File: src/rtl/rtt_pkg.sv
// Shared definitions for the reaction-time tester display path:
// scanner states, active-low 7-segment patterns and digit count.
package rtt_pkg;

    typedef enum logic [1:0] {
        IDLE  = 2'd0,
        BLANK = 2'd1,
        SHOW  = 2'd2
    } state_t;

    localparam int NUM_DIGITS = 4;

    // Segment order is {g,f,e,d,c,b,a}; a 0 lights the segment.
    localparam logic [6:0] SEG_0    = 7'h40;
    localparam logic [6:0] SEG_1    = 7'h79;
    localparam logic [6:0] SEG_2    = 7'h24;
    localparam logic [6:0] SEG_3    = 7'h30;
    localparam logic [6:0] SEG_4    = 7'h19;
    localparam logic [6:0] SEG_5    = 7'h12;
    localparam logic [6:0] SEG_6    = 7'h02;
    localparam logic [6:0] SEG_7    = 7'h78;
    localparam logic [6:0] SEG_8    = 7'h00;
    localparam logic [6:0] SEG_9    = 7'h10;
    localparam logic [6:0] SEG_DASH = 7'h3F;
    localparam logic [6:0] SEG_OFF  = 7'h7F;

endpackage

File: src/rtl/rtt_seg7_decode.sv
// Combinational BCD to active-low 7-segment decoder; non-decimal codes
// show a dash so a corrupted value is visible rather than silently wrong.
module rtt_seg7_decode
    import rtt_pkg::*;
(
    input  logic [3:0] code,
    output logic [6:0] seg
);

    always_comb begin
        seg = SEG_DASH;
        case (code)
            4'd0:    seg = SEG_0;
            4'd1:    seg = SEG_1;
            4'd2:    seg = SEG_2;
            4'd3:    seg = SEG_3;
            4'd4:    seg = SEG_4;
            4'd5:    seg = SEG_5;
            4'd6:    seg = SEG_6;
            4'd7:    seg = SEG_7;
            4'd8:    seg = SEG_8;
            4'd9:    seg = SEG_9;
            default: seg = SEG_DASH;
        endcase
    end

endmodule

File: src/rtl/rtt_display_scanner.sv
// Four-digit multiplexed 7-segment scanner with blank intervals between
// digits, leading-zero blanking and a frame-synchronised double buffer.
module rtt_display_scanner
    import rtt_pkg::*;
#(
    parameter int DIGIT_TICKS = 50000,
    parameter int BLANK_TICKS = 500
) (
    input  logic        clk,
    input  logic        rst_n,
    input  logic        en,
    input  logic [15:0] bcd_in,
    input  logic        load_req,
    output logic        load_ack,
    input  logic        lzb_en,
    input  logic        blank_all,
    output logic [6:0]  seg,
    output logic [3:0]  an,
    output logic        frame_start
);

    localparam int MAX_TICKS = (DIGIT_TICKS > BLANK_TICKS) ? DIGIT_TICKS : BLANK_TICKS;
    localparam int CW        = $clog2(MAX_TICKS);
    localparam int IW        = $clog2(NUM_DIGITS);

    localparam logic [CW-1:0] DIGIT_LAST = CW'(DIGIT_TICKS - 1);
    localparam logic [CW-1:0] BLANK_LAST = CW'(BLANK_TICKS - 1);
    localparam logic [IW-1:0] IDX_LAST   = IW'(NUM_DIGITS - 1);

    state_t        state, state_next;
    logic [IW-1:0] idx, idx_next;
    logic [CW-1:0] cnt, cnt_next;
    logic          boundary;

    logic [15:0]   shadow, active;
    logic          pending;
    logic          capture;

    logic [3:0]    digit_code;
    logic [6:0]    digit_seg;
    logic [3:0]    lz_mask;
    logic          show_on;

    always_ff @(posedge clk or negedge rst_n) begin
        if (!rst_n) begin
            state <= IDLE;
            idx   <= '0;
            cnt   <= '0;
        end else begin
            state <= state_next;
            idx   <= idx_next;
            cnt   <= cnt_next;
        end
    end

    always_comb begin
        state_next = state;
        idx_next   = idx;
        cnt_next   = cnt;
        boundary   = 1'b0;
        if (!en) begin
            state_next = IDLE;
            idx_next   = '0;
            cnt_next   = '0;
        end else begin
            case (state)
                IDLE: begin
                    state_next = BLANK;
                    idx_next   = '0;
                    cnt_next   = '0;
                    boundary   = 1'b1;
                end
                BLANK: begin
                    if (cnt == BLANK_LAST) begin
                        state_next = SHOW;
                        cnt_next   = '0;
                    end else begin
                        cnt_next = cnt + 1'b1;
                    end
                end
                SHOW: begin
                    if (cnt == DIGIT_LAST) begin
                        state_next = BLANK;
                        cnt_next   = '0;
                        idx_next   = idx + 1'b1;
                        boundary   = (idx == IDX_LAST);
                    end else begin
                        cnt_next = cnt + 1'b1;
                    end
                end
                default: begin
                    state_next = IDLE;
                    idx_next   = '0;
                    cnt_next   = '0;
                end
            endcase
        end
    end

    // A held request alternates capture/ack, so it recaptures every second cycle.
    assign capture = load_req && !load_ack;

    always_ff @(posedge clk or negedge rst_n) begin
        if (!rst_n) begin
            shadow   <= '0;
            active   <= '0;
            pending  <= 1'b0;
            load_ack <= 1'b0;
        end else begin
            load_ack <= capture;
            if (capture) begin
                shadow <= bcd_in;
            end
            if (boundary && pending) begin
                active <= shadow;
            end
            // Set dominates clear: a capture landing on the boundary stays queued.
            if (capture) begin
                pending <= 1'b1;
            end else if (boundary) begin
                pending <= 1'b0;
            end
        end
    end

    assign digit_code = active[{idx_next, 2'b00} +: 4];

    rtt_seg7_decode u_decode (
        .code (digit_code),
        .seg  (digit_seg)
    );

    assign lz_mask[3] = (active[15:12] == 4'd0);
    assign lz_mask[2] = lz_mask[3] && (active[11:8] == 4'd0);
    assign lz_mask[1] = lz_mask[2] && (active[7:4] == 4'd0);
    assign lz_mask[0] = 1'b0;

    // Outputs are computed from the next state so they line up with the state register.
    assign show_on = (state_next == SHOW) && !blank_all && !(lzb_en && lz_mask[idx_next]);

    always_ff @(posedge clk or negedge rst_n) begin
        if (!rst_n) begin
            seg         <= SEG_OFF;
            an          <= 4'hF;
            frame_start <= 1'b0;
        end else begin
            frame_start <= boundary;
            if (show_on) begin
                seg <= digit_seg;
                an  <= ~(4'b0001 << idx_next);
            end else begin
                seg <= SEG_OFF;
                an  <= 4'hF;
            end
        end
    end

endmodule
File: config.mk
export PLATFORM = sky130hd
export DESIGN_NAME = rtt_display_scanner
export DESIGN_NICKNAME = d
export VERILOG_FILES = /design/src/rtl/rtt_pkg.sv /design/src/rtl/rtt_seg7_decode.sv /design/src/rtl/rtt_display_scanner.sv
export SDC_FILE = /design/constraint.sdc
export NUM_CORES = 1
export LEC_CHECK = 0
export ABC_AREA = 0
export BUFFER_PORTS_ARGS = -buffer_cell sky130_fd_sc_hd__buf_2
export CORE_MARGIN = 4
export CORE_UTILIZATION = 40
export DETAILED_ROUTE_END_ITERATION = 16
export HOLD_SLACK_MARGIN = 0.03
export SYNTH_ARGS = -nofsm -noshare
export SYNTH_HDL_FRONTEND = slang
export SYNTH_SLANG_ARGS = --single-unit
File: constraint.sdc
create_clock -name clk -period 4.5 [get_ports clk]
set_clock_uncertainty 0.1 [all_clocks]
set_input_delay 0.675 -clock clk [delete_from_list [all_inputs] [get_ports clk]]
set_output_delay 0.675 -clock clk [all_outputs]
set_load 0.05 [all_outputs]
After elaboration in Yosys (flattened, before gate mapping):

Memories as Yosys holds them, arrays and structs flattened.
Cells that the tools add are included.

* bits in registers: 66
* ROM bits: 112
* bits of input ports: 22
* output and inout bits: 13
* logic and storage cells: 58
* memories: 1

Memories
* (no name shown): words 16, bits a word 7, rd ports 1, clocked after memory_dff 0, wr ports 0, line rtt_seg7_decode.sv:12 `case (code)`

* add/sub/neg operators: 2
* magnitude comparators: 1
* eq/ne operators: 6
* shifts and indexed selects: 2
* muxes and demuxes: 20
* bitwise logic cells: 1
* reduce and logical (&&, ||, !) cells: 15

Operators by type and width (count)
* 16-bit two-way mux: 3
* 16-bit case mux with 2 select lines: 1
* 16-bit by 1-bit adder with 16-bit output, second input constant: 1
* 16-bit == test, second input constant: 1
* 16-bit by 9-bit == test with 1-bit output, second input constant: 1
* 16-bit by 5-bit variable part select with 4-bit output: 1
* 4-bit zero test: 3
* 2-bit two-way mux: 5
* 1-bit logical AND: 7
* 7-bit two-way mux: 1
* 2-bit == test, second input constant: 3
* 2-bit case mux with 3 select lines: 1
* 1-bit two-way mux: 5
* 4-bit two-way mux: 1
* 4-bit NOT: 1
* 2-bit case mux with 2 select lines: 1
* 1-bit by 2-bit << shifter with 4-bit output, first input constant: 1
* 1-bit zero test: 3
* 2-bit by 3-bit < comparator with 1-bit output, second input constant: 1
* 2-bit by 1-bit adder with 2-bit output, second input constant: 1
* 1-bit binary-select mux with 2-bit select: 1
* 2-bit by 1-bit == test with 1-bit output, second input constant: 1
* 2-bit zero test: 1
* 1-bit case mux with 2 select lines: 1
* 2-bit nonzero test: 1

Logic depth before layout (Yosys ltp):

* depth after elaboration: 10
* mapped depth: 14
* gate-level depth less buffers: 12

Modules after synthesis:

A second synthesis with hierarchy kept.

* cell total of the unflattened synthesis: 319
* area, all modules: 3619.7 um2

Modules (own cells, without submodules)
* rtt_display_scanner: times used 1, cells each 288, area each 3379.5 um2, seq. area each 1665.3 um2
* rtt_seg7_decode: times used 1, cells each 31, area each 240.2 um2, seq. area each 0.0 um2

Worst setup path after synthesis:

No wires, ideal clock.

* kind: register to register
* start: register cnt[0]
* end: register seg[3]
* library setup time: 0.084 ns
* arrival time: 2.550 ns
* required time: 4.316 ns
* slack: 1.765 ns
* cell stages (with the launch flop): 12
* path buffers: 2
* period minus slack after synthesis: 2.735 ns
* cells stage by stage: dfrtp_1 > ha_1 > and3_4 > buf_6 > and4_1 > buf_6 > a221oi_4 > mux2i_1 > o221ai_2 > inv_1 > ha_1 > o2111ai_1

* cells in the longest elaborated chain, start to end: 10
* elaborated cells between the ends (all ways): 19
* those cells by class: eq/ne (3); shift (1); mux (10); reduce/logical (4); memory (1)

RTL lines
* from (decl): line rtt_display_scanner.sv:32 `logic [CW-1:0] cnt, cnt_next;`
* from (signal assigned): line rtt_display_scanner.sv:52 `cnt <= cnt_next;`
* parallel branches: the longest is 9 deep, another holds memory read 16 x 7 bit
* 7-bit two-way mux *: line rtt_display_scanner.sv:148 `if (show_on) begin`
* to (signal assigned): line rtt_display_scanner.sv:149 `seg <= digit_seg;`
* to (decl): line rtt_display_scanner.sv:17 `output logic [6:0] seg,`

Every way passes the cells marked *. The select of a mux whose other input is x is not followed.
A chain may end at the register's enable or synchronous reset.

Final worst setup path:

* start: register cnt[11]
* end: register seg[2]

Same word-level chain as after synthesis.

==> flow_metrics.env <==
export IMPL_critPathMaxFanout=11
export IMPL_max_slew_worst_pin_slew_ns=0.679
export IMPL_regArea_um2=1670
export IMPL_start_kind="flip-flop"
export IMPL_fin_setup_tns_ns=0
export IMPL_setup_viol=0
export IMPL_min_path_type="input pin to async pin"
export IMPL_place_gp_congestion=0.770
export IMPL_p_total_mw=1.51
export IMPL_grt_overflow=0
export IMPL_hold_viol=0
export IMPL_combPwrFrac_pct=19.0
export IMPL_layoutNonFillerInstCount=409
export IMPL_setup_slack_ns=1.49
export IMPL_route_met3_wl_um=245
export IMPL_dr_wl_met2_um=2770
export IMPL_p_int_mw=1.08
export IMPL_start_util_pct=41.6
export IMPL_firstDrtPassIters=4
export IMPL_multi_input_area_um2=1440
export IMPL_fill_cells=761
export IMPL_cts_buffer_depth=2
export IMPL_grt_first_pass_wirelength_um=10700
export IMPL_powerDensity_nw_per_um2=412
export IMPL_ys_seq_area_share_pct=51.6
export IMPL_cts_buffers=9
export IMPL_rsz0062_at_grt="false"
export IMPL_critPathArrivalTime_ns=3.12
export IMPL_end_kind="flip-flop"
export IMPL_fmax_ghz=0.333
export IMPL_synth_edf_count=0
export IMPL_grt_pass1_vias=2158
export IMPL_p_sw_uw=438
export IMPL_area_growth_pct=13.9
export IMPL_die_area_um2=9570
export IMPL_postCtsHoldBufs=0
export IMPL_clockRootBuffer="clkbuf_8"
export IMPL_die_h_um=97.8
export IMPL_grt_max_degree=38
export IMPL_ant_nets=0
export IMPL_cts_sinks=66
export IMPL_syn_area_um2=3230
export IMPL_dp_hpwl_um=4350
export IMPL_core_area_um2=7770
export IMPL_crit_type="flip-flop to flip-flop"
export IMPL_period_minus_slack_ns=3.01
export IMPL_final_layout_size_suffix_gt1_share_pct=34.9
export IMPL_viasPerCell=5.09
export IMPL_clock_latency_ns=0.34
export IMPL_met1Wirelength_um=2890
export IMPL_wire_per_inst_um=14.6
export IMPL_antenna_found_initial=0
export IMPL_fin_crit_sh_pct=66.8
export IMPL_status="complete, no violations"
export IMPL_post_cts_buffers=0
export IMPL_cts_tree="built"
export IMPL_routed_via_count=2081
export IMPL_track_usage_pct=13.9
export IMPL_wl_um=5990
export IMPL_n_antenna_cell=0
export IMPL_ys_flop_type="dfrtp_1"
export IMPL_pre_cts_slack_ns=1.51
export IMPL_cts_htree_levels=3
export IMPL_slew_violations=0
export IMPL_drv_cap=0
export IMPL_die_w_um=97.8
export IMPL_ys_types=52
export IMPL_clkPwrFrac_pct=32.9
export IMPL_synth_fp_nets=297
export IMPL_routed_top_layer="met4"
export IMPL_ys_ff_latch=66
export IMPL_ir_worst_vdd_mv=0.222
export IMPL_portBuffers=34
export IMPL_drc_errors=0
export IMPL_syn_area_per_cell_um2=12.1
export IMPL_place_area_um2=3470
export IMPL_cp_data_required_time_ns=4.62
export IMPL_seqPwrFrac_pct=48.1
export IMPL_drt_iter0_markers=101
export IMPL_synthArstFlopShare_pct=100
export IMPL_syn_inst=266
export IMPL_pin_count=35
export IMPL_cts_resized=0
export IMPL_fp_row_count=32
export IMPL_clkTransAtPathRegs_ns=0.07
export IMPL_fin_nets=333
export IMPL_netSwitchingFraction_pct=28.9
export IMPL_slew_headroom_pct=54.7
export IMPL_fin_area_um2=3680
export IMPL_power_leakage_nw=1.58
export IMPL_yosys_warnings=0
export IMPL_place_inst=393
per-stage QoR:
stage               hold slack [ns]  util, %
floorplan                     0.279        -
global placement              0.323     44.7
detailed placement            0.342     44.7
CTS                           0.280     47.3
global route                  0.323     47.3
finish                        0.270     47.3
synth_stat cells (all sizes together), types with 2 or more instances:
library cell | n | share of area [%]
dfrtp | 55 | 43
mux2 | 33 | 12
nor2 | 20 | 2.3
nand3 | 19 | 2.9
inv | 15 | 1.7
dfstp | 11 | 9.0
nand2 | 11 | 1.3
xor2 | 10 | 2.7
ha | 9 | 3.5
nand4 | 8 | 1.6
clkbuf | 6 | 0.70
nor3 | 6 | 1.1
and3 | 5 | 1.1
buf | 5 | 1.4
mux2i | 5 | 1.6
a211oi | 4 | 1.2
xnor2 | 4 | 1.1
o21ai | 3 | 0.58
o221a | 3 | 1.3
o221ai | 3 | 1.4
a21oi | 2 | 0.31
a221oi | 2 | 1.6
a22o | 2 | 0.54
a41oi | 2 | 0.54
nand2b | 2 | 0.39
nor2b | 2 | 0.39
nor4 | 2 | 0.85
o21a | 2 | 0.46
o311ai | 2 | 0.54
metal layers:
metal	global-route usage (%)	up-vias
li1	-	1032
met1	18.9	1015
met2	20.9	28
met3	4.93	6
met4	4.15	0
met5	0	-
power groups by stage:
stage	registers (mW)	clock network, mW	logic (mW)
after floorplan	0.726	0	0.221
after global placement	0.739	0	0.285
after detailed placement	0.742	0	0.290
after CTS	0.731	0.520	0.291
after global routing	0.742	0.548	0.324
final	0.729	0.498	0.288
cell type report:
cell class                 count  share of cell area [%]
timing repair buffer          36                    5.04
multi-input combinational    174                    39.1
sequential                    66                    45.3
clock buffer                  10                    3.74
tap                          102                    3.47
inverter                      15                    1.53
clock inverter                 6                    1.80
state kept, by name, summed over array words and instances, names as in the netlist:
name / count
state: 2
frame_start: 1
an: 4
load_ack: 1
cnt: 16
idx: 2
shadow: 16
active: 16
pending: 1
seg: 7
layout by cell type (no fill, tap or decap), types with 3 or more instances in the layout:
cell         n
xnor2_1      4
dfrtp_1     55
nand4_1      8
nand3_1     19
and3_1       4
clkbuf_8    10
ha_1         9
xor2_1      10
clkinvlp_4   3
mux2i_1      5
o221ai_2     3
inv_1       14
nor2_1      20
nor3_1       5
nand2_1     11
buf_2       34
mux2_2      27
mux2_1       6
dfstp_2     11
path summary, 6_finish.rpt:
path | from | to | slack (ns) | depth (start not counted)
hold / removal | rst_n | cnt[10] | 0.27 | 1
min in group clk | load_ack | load_ack | 0.35 | 1
max in group asynchronous | rst_n | cnt[2] | 3.12 | 2
hold reg to reg | load_ack | load_ack | 0.35 | 1
setup reg to reg | cnt[11] | seg[2] | 1.49 | 7
setup / recovery | cnt[11] | seg[2] | 1.49 | 7
kinds of logic (layout without fill, tap and decap cells):
group | after synthesis | after routing | synth area share [%]
AND/OR/NAND/NOR | 82 | 82 | 13.9
flip-flops | 66 | 66 | 51.6
multiplexers | 38 | 38 | 13.1
AO/OA/AOI/OAI | 31 | 31 | 10.3
buffers and inverters | 26 | 67 | 3.88
XOR/XNOR | 14 | 14 | 3.80
adder cells (fa/ha/maj) | 9 | 9 | 3.49
critical path, stage by stage, from the launching register on:
cell	delay (ns)
dfrtp_1	0.45
nor4_4	0.38
nand4_1	0.28
mux2i_1	0.22
a221oi_4	0.48
o31ai_2	0.15
a211oi_2	0.61
o311ai_1	0.22
No activity file was read; power rests on OpenSTA's default activity.
